===== src/rtl/serial_arith_pkg.sv =====
// Shared definitions for the bit-serial arithmetic controllers (subtractor today,
// adder/comparator later): FSM encodings and legal operand-width bounds.
package serial_arith_pkg;

  typedef enum logic [1:0] {
    SA_IDLE = 2'd0,
    SA_RUN  = 2'd1,
    SA_DONE = 2'd2
  } sa_state_e;

  localparam int SA_WIDTH_MIN = 2;
  localparam int SA_WIDTH_MAX = 32;

  function automatic bit sa_width_legal(input int w);
    return (w >= SA_WIDTH_MIN) && (w <= SA_WIDTH_MAX);
  endfunction

endpackage


===== src/rtl/full_subtractor.sv =====
// One-bit full subtractor: diff = a - b - c, borrow set when a < b + c.
module full_subtractor (
  input  logic a,
  input  logic b,
  input  logic c,
  output logic diff,
  output logic borrow
);

  assign diff   = a ^ b ^ c;
  assign borrow = (~a & b) | (~(a ^ b) & c);

endmodule


===== src/rtl/serial_sub_ctrl.sv =====
// Bit-serial WIDTH-bit subtractor: one operand bit-pair per clock, LSB first,
// through a single full_subtractor cell with the borrow held in a flop.
module serial_sub_ctrl
  import serial_arith_pkg::*;
#(
  parameter int WIDTH = 8
) (
  input  logic             clk,
  input  logic             rst,
  input  logic             start,
  input  logic [WIDTH-1:0] a,
  input  logic [WIDTH-1:0] b,
  input  logic             bin,
  output logic             busy,
  output logic             done,
  output logic [WIDTH-1:0] diff,
  output logic             bout
);

  localparam int CNT_W = (WIDTH > 1) ? $clog2(WIDTH) : 1;
  localparam logic [CNT_W-1:0] CNT_LAST = CNT_W'(WIDTH - 1);

  sa_state_e        state_q, state_d;
  logic [WIDTH-1:0] a_sh_q, a_sh_d;
  logic [WIDTH-1:0] b_sh_q, b_sh_d;
  logic [WIDTH-1:0] d_sh_q, d_sh_d;
  logic             brw_q, brw_d;
  logic [CNT_W-1:0] cnt_q, cnt_d;
  logic [WIDTH-1:0] diff_q, diff_d;
  logic             bout_q, bout_d;

  logic cell_diff;
  logic cell_borrow;

  full_subtractor u_cell (
    .a      (a_sh_q[0]),
    .b      (b_sh_q[0]),
    .c      (brw_q),
    .diff   (cell_diff),
    .borrow (cell_borrow)
  );

  always_comb begin
    state_d = state_q;
    a_sh_d  = a_sh_q;
    b_sh_d  = b_sh_q;
    d_sh_d  = d_sh_q;
    brw_d   = brw_q;
    cnt_d   = cnt_q;
    diff_d  = diff_q;
    bout_d  = bout_q;
    case (state_q)
      SA_IDLE: begin
        if (start) begin
          state_d = SA_RUN;
          a_sh_d  = a;
          b_sh_d  = b;
          brw_d   = bin;
          cnt_d   = '0;
        end
      end
      SA_RUN: begin
        d_sh_d = {cell_diff, d_sh_q[WIDTH-1:1]};
        brw_d  = cell_borrow;
        a_sh_d = a_sh_q >> 1;
        b_sh_d = b_sh_q >> 1;
        // Counter parks on the last bit index instead of wrapping.
        if (cnt_q == CNT_LAST) begin
          state_d = SA_DONE;
          diff_d  = {cell_diff, d_sh_q[WIDTH-1:1]};
          bout_d  = cell_borrow;
        end else begin
          cnt_d = cnt_q + CNT_W'(1);
        end
      end
      SA_DONE: state_d = SA_IDLE;
      default: state_d = SA_IDLE;
    endcase
  end

  always_ff @(posedge clk) begin
    if (rst) begin
      state_q <= SA_IDLE;
      a_sh_q  <= '0;
      b_sh_q  <= '0;
      d_sh_q  <= '0;
      brw_q   <= 1'b0;
      cnt_q   <= '0;
      diff_q  <= '0;
      bout_q  <= 1'b0;
    end else begin
      state_q <= state_d;
      a_sh_q  <= a_sh_d;
      b_sh_q  <= b_sh_d;
      d_sh_q  <= d_sh_d;
      brw_q   <= brw_d;
      cnt_q   <= cnt_d;
      diff_q  <= diff_d;
      bout_q  <= bout_d;
    end
  end

  assign busy = (state_q == SA_RUN);
  assign done = (state_q == SA_DONE);
  assign diff = diff_q;
  assign bout = bout_q;

endmodule


===== config.mk =====
export PLATFORM = sky130hd
export DESIGN_NAME = serial_sub_ctrl
export DESIGN_NICKNAME = d
export VERILOG_FILES = /design/src/rtl/serial_arith_pkg.sv /design/src/rtl/full_subtractor.sv /design/src/rtl/serial_sub_ctrl.sv
export SDC_FILE = /design/constraint.sdc
export NUM_CORES = 1
export LEC_CHECK = 0
export ABC_AREA = 1
export CORE_MARGIN = 4
export CORE_UTILIZATION = 42
export DETAILED_ROUTE_END_ITERATION = 8
export PLACE_DENSITY = 0.72
export REMOVE_ABC_BUFFERS = 1
export SLEW_MARGIN = 20
export SYNTH_ARGS = -nofsm -noshare
export SYNTH_HDL_FRONTEND = slang
export SYNTH_SLANG_ARGS = --single-unit

===== constraint.sdc =====
create_clock -name clk -period 2.4 [get_ports clk]
set_clock_uncertainty 0.2 [all_clocks]
set_input_delay 0.24 -clock clk [delete_from_list [all_inputs] [get_ports clk]]
set_output_delay 0.24 -clock clk [all_outputs]
set_load 0.005 [all_outputs]

==> results.yml, run 1 <==
pwr:
  p_leak_nw: 1.04
  ir_drop_mv: 0.404
  power_density_nw_per_um2: 616
clocking:
  numCtsBuffers: 5
  htreeDepth: 2
  clock-root-buffer: "clkbuf_8"
  cts_hold_buf: 0
  cts_tree: "built"
  cts.repair.resized: 0
  post_cts_buffers: 0
  clk_path_buf_depth: 2
  path_clk_slew_ns: 0.07
  cts_sinks: 38
  clk_latency_ns: 0.29
finish:
  drive_gt1_share_pct: 5.82
  antennaDiodeCount: 0
  nNetsFinal: 314
  fillCellCount: 406
  area.growth.synth_to_final_pct: 24.2
  finalInstanceArea_um2: 2150
worst_setup_path:
  crit_fanout: 19
  r2r_start: "state_q[1]"
  setup.worst_path.start: "state_q[1]"
  max_stage_delay_ns: 0.51
  start_kind: "flop"
  crit_path_end_kind: "output pin"
  critPathKind: "flop to output pin"
  slowest_stage: "clkdlybuf4s50_1"
  worst-path-buf-inv: 2
  cp_data_required_time_ns: 1.96
  cp_data_arrival_time_ns: 1.57
  critical_path.cell_chain: "inv_2 -> nor2_1 -> clkdlybuf4s50_1"
  critical-path-top-delay-family: "buffers and inverters"
detailed_routing:
  drc: 0
  ant_nets: 0
  route.vias.total: 1539
  wl_per_cell_um: 10.2
  drt_iter0_markers: 160
  drtPass1Iterations: 4
  viasPerCell: 4.50
  wl_um: 3480
run_status:
  run_status: "completed"
timing:
  rsz0062_at_grt: "false"
  period_share_pct: 83.8
  worst_pin_slew_ns: 0.642
  setup_violations: 0
  slew_violations: 0
  tns_ns: 0
  max_slew_margin_pct: 57.1
  finalHoldViolCount: 0
  finalCriticalPeriod_ns: 2.01
  fmax_mhz: 497
yosys:
  synth_top_area_share_pct: 44.0
  ys_ff_latch: 38
  ys_seq_area_share_pct: 44.0
  synthCells: 263
  yosysTopAreaCell: "dfxtp_1"
  netlist_top_cells_area: "dfxtp_1, nand2_1, nor2_1, nand3_1, inv_1"
  syn-cell-area_um2: 1730
  synth.most_common_cell: "nand2_1"
  synth_commonest_cells: "nand2_1, nor2_1, dfxtp_1"
  synth_edf_count: 0
  synth_cell_types: 18
  ys_async_sr_fraction_pct: 0
  yosys_warnings: 0
  syn_area_per_cell_um2: 6.57
  synth_ff_type: "dfxtp_1"
grt:
  use_met2_pct: 22.6
  use_met1_pct: 18.2
  busiest_layer: "met2"
  track_usage_pct: 14.8
  grt_pass1_wl_um: 5990
  gr-total-overflow: 0
  grt_pass1_vias: 1379
  grt_util_met3_pct: 5.68
  grt_max_degree: 35
  antenna_found_initial: 0
hold_path:
  min_from: "d_sh_q[2]"
  hold_path.class: "flop to flop"
floorplan:
  core_um2: 4000
  io_pins: 31
  initial_core_util_pct: 43.2
  dieArea_um2: 5210
  chipWidth_um: 72.2
  die_y_um: 72.2
  placementRows: 23
placement:
  gp_congestion: 0.753
  io_buffers: 30
  placed_area_um2: 2060
  dpl.hpwl_um: 2330
job:
  cap_violations: 0
placed cells by master (no fill, tap or decap), drive strengths merged:
cell type,netlist,final
nor2,55,55
o21ai,8,8
dfxtp,38,38
fa,1,1
ha,2,2
nand3,27,27
clkinv,0,1
buf,11,4
clkbuf,2,7
inv,25,25
nand2,90,90
clkdlybuf4s50,0,30
a21oi,3,3
nand3b,1,1
per-layer routing:
layer,wire length (µm),share of wire (%)
met1,1570,45
met2,1650,48
met3,175,5.0
met4,73,2.1
met5,0,0
final timing paths:
check,cells past startpoint,to,slack (ns)
worst max-delay path,3,done,0.39
worst min-delay path,2,diff[1],0.26
worst max register to register,4,d_sh_q[7],0.59
worst min register to register,2,diff[1],0.26
report_power, final:
part	switching, mW	leakage (nW)	internal, mW
logic	0.100	0.675	0.0821
registers	0.0203	0.312	0.667
clock network	0.222	0.0482	0.232
cells by family (layout without fill, tap and decap cells):
kind of cell             Yosys count  count (layout)  share of synthesized area [%]
buffers and inverters             38              67                           9.26
AND/OR/NAND/NOR                  173             173                           40.7
flip-flops                        38              38                           44.0
adder cells (fa/ha/maj)            3               3                           2.60
AO/OA/AOI/OAI                     11              11                           3.40
state kept, by name, summed over array words and instances, names as in the netlist:
name and flops:
cnt_q 3, bout 1, d_sh_q 7, a_sh_q 8, b_sh_q 8, diff 8
brw_q 1, state_q 2
area by class of cell:
cell class / instances / area, µm² / area share, %
Multi-Input combinational cell: 187 / 808 / 37.6
Sequential cell: 38 / 761 / 35.4
Timing Repair Buffer: 34 / 330 / 15.4
Inverter: 25 / 93.8 / 4.37
Clock buffer: 7 / 86.3 / 4.02
Tap cell: 50 / 62.6 / 2.91
Clock inverter: 1 / 5.00 / 0.233
worst min-delay path, cell delays in order, from the launching register on:
cell     delay [ns]
dfxtp_1        0.32
nand2_1        0.06
nand2_1        0.04
through the flow:
stage / setup WS (ns) / utilization, % / power [mW] / hold WS [ns] / instances
floorplan: 0.655 / - / 0.814 / 0.109 / 250
global placement: 0.648 / 51.4 / 0.882 / 0.251 / 334
detailed placement: 0.616 / 51.4 / 0.884 / 0.255 / 334
CTS: 0.374 / 53.7 / 1.34 / 0.263 / 342
global route: 0.316 / 53.7 / 1.40 / 0.296 / 342
finish: 0.389 / 53.7 / 1.32 / 0.264 / 342
No activity file was read; power rests on OpenSTA's default activity.
==> inputs of run 2 (changes only) <==
--- a/config.mk
+++ b/config.mk
@@ -9,7 +9,7 @@
 export CORE_MARGIN = 4
 export CORE_UTILIZATION = 42
 export DETAILED_ROUTE_END_ITERATION = 8
-export PLACE_DENSITY = 0.72
+export PLACE_DENSITY = 0.75
 export REMOVE_ABC_BUFFERS = 1
 export SLEW_MARGIN = 20
 export SYNTH_ARGS = -nofsm -noshare
==> constraint.sdc (replaced) <==
create_clock -name clk -period 1.62 [get_ports clk]
set_clock_uncertainty 0.2 [all_clocks]
set_input_delay 0.162 -clock clk [delete_from_list [all_inputs] [get_ports clk]]
set_output_delay 0.162 -clock clk [all_outputs]
set_load 0.005 [all_outputs]
==> results.yml, run 2 (synthesis gave the netlist of run 1 again) <==
run_status:
  run_status: "completed"
worst_setup_path:
  max_stage_delay_ns: 0.50
  cp_data_required_time_ns: 1.26
  crit_fanout: 2
  worst-path-buf-inv: 1
  start_kind: "flop"
  critical-path-top-delay-family: "buffers and inverters"
  slowest_stage: "clkdlybuf4s50_1"
  critical_path.cell_chain: "clkdlybuf4s50_1"
  critPathKind: "flop to output pin"
  cp_data_arrival_time_ns: 1.13
  crit_path_end_kind: "output pin"
detailed_routing:
  wl_um: 3630
  ant_nets: 0
  route.vias.total: 1617
  viasPerCell: 4.63
  drc: 0
  drtPass1Iterations: 4
  wl_per_cell_um: 10.4
  drt_iter0_markers: 131
finish:
  layout_common_cells: "nand2_1, nor2_1, dfxtp_1"
  area.growth.synth_to_final_pct: 31.7
  finalInstanceArea_um2: 2280
  drive_gt1_share_pct: 9.03
  nNetsFinal: 321
  fillCellCount: 389
  mostFrequentLayoutCell: "nand2_1"
  antennaDiodeCount: 0
clocking:
  clk_latency_ns: 0.29
  numCtsBuffers: 5
  clk_path_buf_depth: 2
  clock-root-buffer: "clkbuf_8"
  htreeDepth: 2
  cts_tree: "built"
  cts_sinks: 38
  path_clk_slew_ns: 0.08
  cts_hold_buf: 0
pwr:
  power_density_nw_per_um2: 1000
  p_leak_nw: 1.11
  comb_power_share_pct: 13.0
  power.switching_uw: 540
  swShare_pct: 23.6
  clkPwrFrac_pct: 42.5
  intPower_mw: 1.74
  ir_drop_mv: 0.475
  pwr-share-seq_pct: 44.4
placement:
  dpl.hpwl_um: 2460
  dp_slack_ns: 0.0926
  gp_congestion: 0.801
  placed_area_um2: 2120
  io_buffers: 30
timing:
  worst_slack_ns: 0.125
  worst_pin_slew_ns: 0.230
  fmax_mhz: 669
  finalCriticalPeriod_ns: 1.49
  period_share_pct: 92.3
  slew_violations: 0
  max_slew_margin_pct: 84.6
  rsz0062_at_grt: "false"
  finalHoldViolCount: 0
  setup_violations: 0
grt:
  track_usage_pct: 15.4
  grt_pass1_wl_um: 6530
  antenna_found_initial: 0
  grt_max_degree: 35
  gr-total-overflow: 0
  grt_pass1_vias: 1528
floorplan:
  io_pins: 31
  placementRows: 23
  initial_core_util_pct: 43.2
  die_y_um: 72.2
  chipWidth_um: 72.2
  core_um2: 4000
  dieArea_um2: 5210
hold_path:
  hold_path.class: "primary input to flop"
job:
  cap_violations: 0
-- run 2: changes by cell type in the layout (fill, tap and decap cells not counted), sizes merged --
cell | previous run | this run
dlygate4sd2 | 0 | 2
buf | 4 | 11
bufinv | 0 | 2
clkdlybuf4s50 | 30 | 28
clkbuf | 7 | 5
-- run 2: per-stage QoR --
stage               TNS (ns)  std cells  utilization [%]  power (mW)  hold slack [ns]
floorplan              -2.53        250                -        1.21           0.0311
global placement           0        339             53.0        1.32            0.250
detailed placement         0        339             53.0        1.33            0.259
CTS                        0        349             56.8        2.30            0.257
global route               0        349             56.9        2.39            0.265
finish                     0        349             56.9        2.28            0.257
-- run 2: path summary, 6_finish.rpt --
check                                 from   endpoint  slack [ns]  cells past startpoint
worst min register to register   d_sh_q[2]    diff[1]        0.26                      2
worst min-delay path                  a[7]  a_sh_q[7]        0.26                      3
worst max-delay path                  bout       bout        0.13                      1
worst max register to register  state_q[0]  a_sh_q[2]        0.13                      7
-- run 2: layout make-up --
type                       instances  area, µm²  share of cell area (%)
timing repair buffer              41        409                    18.0
clock buffer                       5       68.8                    3.02
sequential                        38        766                    33.6
tap                               50       62.6                    2.75
multi-input combinational        187        808                    35.5
clock inverter                     3       68.8                    3.02
inverter                          25       93.8                    4.12
-- run 2: power groups by stage --
| stage | clock network, mW | registers, mW | logic, mW |
|---|---|---|---|
| floorplan | 0 | 1.04 | 0.167 |
| global placement | 0 | 1.04 | 0.287 |
| detailed placement | 0 | 1.04 | 0.294 |
| CTS | 0.985 | 1.01 | 0.299 |
| global route | 1.02 | 1.02 | 0.347 |
| finish | 0.971 | 1.01 | 0.298 |
-- run 2: repair_timing --
item,in CTS,in global routing
endpoints found under the setup margin,2,1
gates resized for setup,5,1
hold endpoints to repair,0,0
setup buffers,2,0
pin swaps,0,0
-- run 2: routing by layer --
layer	global-route usage [%]	wire length, µm
met5	0	0
met4	5.43	62
met3	3.19	120
met2	27.1	1790
met1	18.4	1650
==> inputs of run 3 (changes only) <==
--- a/config.mk
+++ b/config.mk
@@ -6,7 +6,6 @@
 export NUM_CORES = 1
 export LEC_CHECK = 0
 export ABC_AREA = 1
-export CORE_MARGIN = 4
 export CORE_UTILIZATION = 42
 export DETAILED_ROUTE_END_ITERATION = 8
 export PLACE_DENSITY = 0.75
==> constraint.sdc (replaced) <==
create_clock -name clk -period 1.62 [get_ports clk]
set_clock_uncertainty 0.2 [all_clocks]
set_input_delay 0.162 -clock clk [delete_from_list [all_inputs] [get_ports clk]]
set_output_delay 0.162 -clock clk [all_outputs]
set_load 0.02 [all_outputs]
==> results.yml, run 3 (synthesis gave the netlist of run 1 again) <==
finish:
  fillCellCount: 361
  drive_gt1_share_pct: 8.72
  nNetsFinal: 320
  area.growth.synth_to_final_pct: 31.4
  layout_common_cells: "nand2_1, nor2_1, dfxtp_1"
  mostFrequentLayoutCell: "nand2_1"
  antennaDiodeCount: 0
  seq_area_um2: 763
  multi_input_area_um2: 808
  utilization_pct: 59.8
  fin_cells: 346
worst_setup_path:
  critPathKind: "flop to output pin"
  start_kind: "flop"
  critical_path.cell_chain: "inv_2 -> nor2_4 -> dlygate4sd2_1"
  crit_fanout: 5
  crit_path_end_kind: "output pin"
  cp_data_arrival_time_ns: 1.15
  max_stage_delay_ns: 0.38
  cp_data_required_time_ns: 1.26
  slowest_stage: "dfxtp_2"
run_status:
  run_status: "completed"
pwr:
  power.switching_uw: 534
  swShare_pct: 25.2
  ir_drop_mv: 0.627
  p_leak_nw: 1.26
  clkPwrFrac_pct: 38.2
  intPower_mw: 1.59
  power_density_nw_per_um2: 933
  pwr-share-seq_pct: 48.0
  comb_power_share_pct: 13.8
floorplan:
  core_um2: 3800
  dieArea_um2: 4380
  initial_core_util_pct: 45.5
  io_pins: 31
  die_y_um: 66.2
  placementRows: 22
  chipWidth_um: 66.2
detailed_routing:
  drt_iter0_markers: 83
  drtPass1Iterations: 4
  viasPerCell: 4.60
  drc: 0
  wl_per_cell_um: 9.77
  drt-met1-wl_um: 1640
  top_layer: "met4"
  ant_nets: 0
  route.vias.total: 1592
  wl_met3_um: 154
  wl_met2_um: 1520
  wl_um: 3380
timing:
  worst_pin_slew_ns: 0.238
  fmax_mhz: 662
  setup_violations: 0
  rsz0062_at_grt: "false"
  period_share_pct: 93.2
  worst_slack_ns: 0.111
  finalCriticalPeriod_ns: 1.51
  finalHoldViolCount: 0
  hold_slack_ns: 0.240
  max_slew_margin_pct: 84.1
  slew_violations: 0
placement:
  io_buffers: 30
  dpl.hpwl_um: 2210
  gp_congestion: 0.789
  dp_slack_ns: 0.0899
  post-place-cells: 338
clocking:
  post_cts_buffers: 0
  path_clk_slew_ns: 0.08
  clk_path_buf_depth: 2
  htreeDepth: 2
  clk_latency_ns: 0.29
  numCtsBuffers: 5
  cts_tree: "built"
  cts_sinks: 38
  clock-root-buffer: "clkbuf_8"
grt:
  grt_pass1_vias: 1323
  grt_max_degree: 35
  grt_pass1_wl_um: 5780
  track_usage_pct: 17.8
  antenna_found_initial: 0
  gr-total-overflow: 0
job:
  cap_violations: 0
hold_path:
  hold_path.class: "primary input to flop"
[run 3: area by class of cell]
cell class              count  area share, %
clock buffers               5           3.03
clock inverters             3           1.98
inverters                  25           4.13
multi-input cells         187           35.6
flip-flops and latches     38           33.6
well taps                  48           2.64
repair buffers             40           19.1
[run 3: worst paths after layout]
| check | startpoint | endpoint | slack, ns | cells past startpoint |
|---|---|---|---|---|
| worst max register to register | state_q[1] | b_sh_q[6] | 0.15 | 8 |
| worst min-delay path | a[7] | a_sh_q[7] | 0.24 | 3 |
| worst min register to register | d_sh_q[2] | diff[1] | 0.26 | 2 |
| worst max-delay path | state_q[0] | busy | 0.11 | 3 |
[run 3: routing by layer]
layer / track usage [%] / up-vias
met1: 21.9 / 684
met4: 7.98 / 0
met3: 6.72 / 5
met2: 27.3 / 35
li1: - / 868
met5: 0 / -
[run 3: metrics by stage]
stage,TNS (ns),power [mW],instance area [µm²]
final,0,2.12,2270
after global routing,0,2.24,2270
after CTS,0,2.14,2250
after detailed placement,0,1.34,2140
after global placement,0,1.33,2140
after floorplan,-3.35,1.21,1660
[run 3: power groups by stage]
stage	Sequential, mW	Combinational, mW	Clock (mW)
final	1.02	0.293	0.810
after global routing	1.02	0.338	0.882
after CTS	1.02	0.297	0.827
after detailed placement	1.04	0.297	0
after global placement	1.04	0.292	0
after floorplan	1.04	0.169	0
[run 3: timing repair]
| item | CTS | global route |
|---|---|---|
| hold buffers | 0 | 0 |
| endpoints found under the setup margin | 2 | 11 |
| pin swaps | 0 | 0 |
| gates resized for setup | 2 | 11 |
[run 3: worst max-delay path, delay by kind of cell, from the launching register on]
kind / cells / cell delay, ns
buffers and inverters: 2 / 0.39
flip-flops: 1 / 0.38
AND/OR/NAND/NOR: 1 / 0.08
==> edit 1: new RTL, flow settings as in run 1 <==
Encoding of `sa_state_e`: now one-hot (3 bits for 3 states).
--- a/src/rtl/serial_arith_pkg.sv
+++ b/src/rtl/serial_arith_pkg.sv
@@ -3,8 +3,8 @@
 package serial_arith_pkg;
 
-  typedef enum logic [1:0] {
-    SA_IDLE = 2'd0,
-    SA_RUN  = 2'd1,
-    SA_DONE = 2'd2
+  typedef enum logic [2:0] {
+    SA_IDLE = 3'b001,
+    SA_RUN  = 3'b010,
+    SA_DONE = 3'b100
   } sa_state_e;
 
Function: no difference found for any inputs over 10 cycles, from zero or initial values and one cycle with rst high; not proved beyond that.
==> edit 1 against run 1 <==
Wire length rose by 7.1%. Maximum frequency rose by 0.78%. Worst hold slack improved by 0.0023 ns. Sequential power rose by 3.2%. Setup slack improved by 0.016 ns. Total power rose by 1.1%. Clock power fell by 7.3%. Sequential cell count rose by 1. Cell area rose by 2.0%. Synthesized area rose by 3.2%. Register-to-register slack improved by 0.07 ns. Die area rose by 2.8%.
==> edit 1: results (changes against run 1) <==
Status
  • Status: complete, no violations

Worst setup path
  • Start of the worst register-to-register path: state_q[0]$_SDFFE_PP1P_
  • Delay-heaviest family, CP: buffers and inverters
  • Flop2flop setup slack: 0.66 ns (+0.07 ns)
  • Max FO, Critical Path: 16 (-3)
  • Cell with the largest stage delay on the worst path: clkdlybuf4s50_1
  • Worst r2r dst: brw_q$_SDFFE_PP0P_
  • Critical Path Start: state_q[1]$_SDFFE_PP0P_
  • Reg2Reg Depth: 7 (+3)

Final layout
  • Share of layout cells above drive strength 1: 5.965% (+0.14 points)
  • Nets: 307 (-2.2%)
  • Area delta synth->final: 22.72%
  • Signal buf overhead: 15.77% (+0.39 points)
  • Clock Network Area Fraction: 3.714% (-0.54 points)
  • Sequential Area: 780.7 um2 (+2.6%)
  • Signal buffers: 36 (+5.9%)
  • # fillers: 415 (+2.2%)
  • Inverters: 11 (-56%)
  • Comb_multi_in: 191 (+2.1%)
  • Multi-input gate share of total cell area: 40.11% (+2.5 points)

Min path
  • Worst min-delay path startpoint: d_sh_q[2]$_SDFFE_PP0N_
  • WHS Endpoint: d_sh_q[2]$_SDFFE_PP0N_
  • Hold Path Stages: 2 (unchanged)

STA
  • Hold_ws: 0.2659 ns (+0.002269 ns)
  • Worst-margin pin slew: 0.4479 ns (-0.1944 ns)
  • Hold Vio Cnt, Final: 0 (unchanged)

Global routing
  • Largest net degree at the start of global routing: 43 (+23%)
  • Total Routing Usage GR: 15.02% (+0.24 points)
  • First-pass GRT wire length: 6348 um (+6.0%)
  • Vias in the first global route: 1467 (+6.4%)

Synth
  • Synth cell types: 22 (+4)
  • Top area cells in the synthesized netlist: dfxtp_1 44%, nor2_1 13%, nand2_1 13%
  • Synth top cells by count: 64 x nor2_1, 62 x nand2_1, 39 x dfxtp_1, 21 x nand3_1, 17 x o21ai_0
  • Sequential area share after synthesis: 43.76% (-0.24 points)

Route
  • Via count: 1587 (+3.1%)
  • 1st-pass router iterations: 5 (+1)
  • Number of DRC markers in iteration 0: 102 (-36%)
  • Routed len/inst: 11.11 um (+9.3%)

Pwr
  • Maximum vdd drop: 0.3528 mV (-13%)
  • Leakage: 0.001014 uW (-2.1%)
  • Net Sw Frac: 26.10% (+0.24 points)

Place
  • Final GP Congestion: 0.7722 (+2.5%)
  • Final HPWL DP: 2468 um (+6.1%)

CTS
  • CTS sink count: 39 (+2.6%)
==> edit 1: cell types whose count changed in the layout (fill, tap and decap cells not counted), sizes merged, moves of 2 or more <==
cell and change:
inv -15, nand3 -6, nand3b +14, buf +2
nand2 -26, o21ai +9, nor2 +11
==> edit 1: metal layers <==
metal	routed length, um	global-route usage, %
met5	0	0
met4	64	5.943
met3	140	3.994
met2	1682	23.63
met1	1835	19.46
==> edit 1: power by group through the flow <==
stage | Clock (uW) | Combinational [uW] | Sequential [uW]
2_1_floorplan | 0 | 130 | 722
3_3_place_gp | 0 | 208 | 723
3_5_place_dp | 0 | 210 | 724
4_1_cts | 428 | 211 | 709
5_1_grt | 450 | 241 | 714
6_report | 420 | 209 | 709
==> edit 1: cells by family (layout without fill, tap and decap cells) <==
kind of cell / Yosys count / after routing / synth area share [%]
compound gates: 19 / 19 / 5.330
buf+inv: 25 / 55 / 7.012
simple gates: 169 / 169 / 41.37
fa+ha+maj: 3 / 3 / 2.524
flops: 39 / 39 / 43.76
==> edit 1: per-stage QoR <==
step / setup WS [ns] / instance area (um2) / power (uW) / cells / util, %
global route: 0.3436 / 2190 / 1405 / 335 / 53.96
detailed placement: 0.4589 / 2108 / 934.0 / 327 / 51.96
global placement: 0.4431 / 2108 / 931.1 / 327 / 51.96
finish: 0.4046 / 2190 / 1337 / 335 / 53.96
floorplan: 0.4229 / 1700 / 851.8 / 241 / -
CTS: 0.3991 / 2190 / 1349 / 335 / 53.96
==> edit 1: worst max path at each step <==
stage	slack, ns	end	cells past startpoint
floorplan	0.42	bout$_SDFFE_PP0P_	5
global placement	0.44	a_sh_q[7]$_SDFFE_PP0P_	5
detailed placement	0.46	a_sh_q[7]$_SDFFE_PP0P_	5
CTS	0.40	done	3
global route	0.34	busy	4
finish	0.40	done	3
==> edit 2: new RTL, settings of run 1 <==
Made on the original files. Change the parameter `WIDTH` from 8 to 16.
--- a/src/rtl/serial_sub_ctrl.sv
+++ b/src/rtl/serial_sub_ctrl.sv
@@ -4,5 +4,5 @@
   import serial_arith_pkg::*;
 #(
-  parameter int WIDTH = 8
+  parameter int WIDTH = 16
 ) (
   input  logic             clk,
Interface: changed (resized a, b and diff); port bits go from 31 to 55. No check against the original RTL was run, so the function may have changed too.
==> edit 2 against run 1 <==
Setup slack lost 0.19 ns. Sequential cell count rose by 33. Synthesized cell count is 63% higher. Wire length up 82%. Cell area increased by 77%. Critical path depth unchanged. Worst hold slack worse by 0.00058 ns. Total power grew 110%. Register-to-register slack better by 0.02 ns. Synthesized area up 71%. Global-route usage up 1.1 points. Clock power rose to 2.6 times the old value. Largest cell class is now sequential cells. Largest power group unchanged.
==> edit 2: results (changes against run 1) <==
Place
  • Final HPWL DP: 4336 um (+86%)
  • PortBufs: 54 (+80%)
  • Final GP Congestion: 0.7847 (+4.2%)
  • Placed Cells incl. Taps: 561 (+68%)
  • Placed Area: 0.003541 mm2 (+72%)

Global routing
  • Total Routing Usage GR: 15.87% (+1.1 points)
  • First-pass GRT wire length: 10980 um (+83%)
  • Number of antenna violations at the first check in global routing: 0 (unchanged)
  • Largest net degree at the start of global routing: 34 (-2.9%)
  • Vias in the first global route: 2555 (+85%)

STA
  • Worst-margin pin slew: 0.4465 ns (-0.1958 ns)
  • Final Max Tran Viols: 0 (unchanged)

Final layout
  • Nets: 514 (+64%)
  • Layout Cells excl Fill: 577 (+69%)
  • Number of antenna diodes: 0 (unchanged)
  • Share of layout cells above drive strength 1: 7.069% (+1.2 points)

Pwr
  • Maximum vdd drop: 0.2782 mV (-31%)
  • Leakage: 0.001654 uW (+60%)

Synth
  • Post-synth ARST share: 0% (unchanged)
  • Sequential area share after synthesis: 48.05% (+4.1 points)
  • Synth warn: 0 (unchanged)
  • Synth top cells by count: 131 x nand2_1, 99 x nor2_1, 71 x dfxtp_1, 47 x o21ai_0, 15 x a21oi_1
  • Mean Syn Cell Area: 6.911 um2 (+5.1%)
  • Synth cell types: 21 (+3)
  • Top area cells in the synthesized netlist: dfxtp_1 48%, nand2_1 17%, nor2_1 13%

Route
  • 1st-pass router iterations: 4 (unchanged)
  • Via count: 2706 (+76%)
  • Routed len/inst: 10.97 um (+8.0%)
  • Number of DRC markers in iteration 0: 108 (-33%)

Worst setup path
  • Start of the worst register-to-register path: state_q[0]$_SDFFE_PP0P_
  • Cell with the largest stage delay on the worst path: clkdlybuf4s50_1
  • Flop2flop setup slack: 0.61 ns (+0.02 ns)
  • Worst r2r dst: cnt_q[3]$_SDFFE_PP0P_
  • Max FO, Critical Path: 14 (-5)
  • Reg2Reg Depth: 6 (+2)
  • Crit path largest cell delay: 0.59 ns (+0.08 ns)
  • Worst EP arrival: 1.76 ns (+0.19 ns)

Min path
  • WHS Endpoint: b_sh_q[15]$_SDFFE_PP0P_
  • Worst min-delay path startpoint: b[15]
  • Hold Path Stages: 3 (+1)
  • Hold crit path type: primary input to flop

CTS
  • H-tree depth: 3 (+1)
  • Maximum clock insertion buffer count: 2 (unchanged)
  • Setup Buffers After CTS: 0 (unchanged)
  • Post-CTS sizing: 0 (unchanged)
  • CTS clk-pin slew, worst paths: 0.08 ns
  • Clock Latency Late Sink: 0.34 ns (+0.05 ns)
  • Root buffer cell: clkbuf_8
  • Num CTS Buffers: 9 (+4)

Status
  • Status: complete, no violations
[edit 2: layout make-up]
type / count / area (um2)
Sequential cell: 71 / 1421
Clock buffer: 10 / 137.6
Multi-Input combinational cell: 318 / 1343
Fill cell: 698 / 3038
Inverter: 13 / 48.80
Tap cell: 96 / 120.1
Clock inverter: 6 / 115.1
Timing Repair Buffer: 63 / 608.1
[edit 2: kinds of logic after synthesis]
family,Yosys count,share of synthesized area [%]
buf+inv,39,6.556
flops,71,48.05
simple gates,250,33.00
fa+ha+maj,2,1.100
compound gates,66,11.29
[edit 2: report_power, final]
part / total [uW] / switching, uW / leakage (uW) / internal, uW
combinational: 304 / 168 / 0.000947 / 136
clock: 1180 / 452 / 0.000124 / 726
sequential: 1290 / 40.7 / 0.000584 / 1250
[edit 2: worst max-delay path, delay by kind of cell, from the launching register on]
family,cells,cell delay (ns)
buf+inv,2,0.67
flops,1,0.42
simple gates,1,0.34
[edit 2: how the worst max path moves through the flow]
stage | slack, ns | depth (start not counted) | startpoint | end
after global placement | 0.58 | 6 | start | cnt_q[0]$_SDFFE_PP0P_
after CTS | 0.20 | 3 | state_q[0]$_SDFFE_PP0P_ | busy
after detailed placement | 0.55 | 6 | start | cnt_q[0]$_SDFFE_PP0P_
final | 0.20 | 3 | state_q[0]$_SDFFE_PP0P_ | busy
after global routing | 0.1 | 3 | state_q[0]$_SDFFE_PP0P_ | busy
after floorplan | 0.42 | 5 | state_q[0]$_SDFFE_PP0P_ | cnt_q[3]$_SDFFE_PP0P_
[edit 2: metrics by stage]
stage | hold WS, ns | utilization, % | setup WS, ns
floorplan | 0.1091 | - | 0.4165
global placement | 0.2485 | 51.83 | 0.5778
detailed placement | 0.2530 | 51.83 | 0.5546
CTS | 0.2557 | 55.53 | 0.2043
global route | 0.2720 | 55.53 | 0.09858
finish | 0.2631 | 55.53 | 0.2006
[edit 2: layer usage]
metal  vias to the layer above  track usage [%]  routed length (um)
met2                        69            26.95                2827
met3                        13            3.281                 314
met4                         0            6.436                 120
met5                         -                0                   0
met1                      1188            19.57                3066
li1                       1436                -                   -
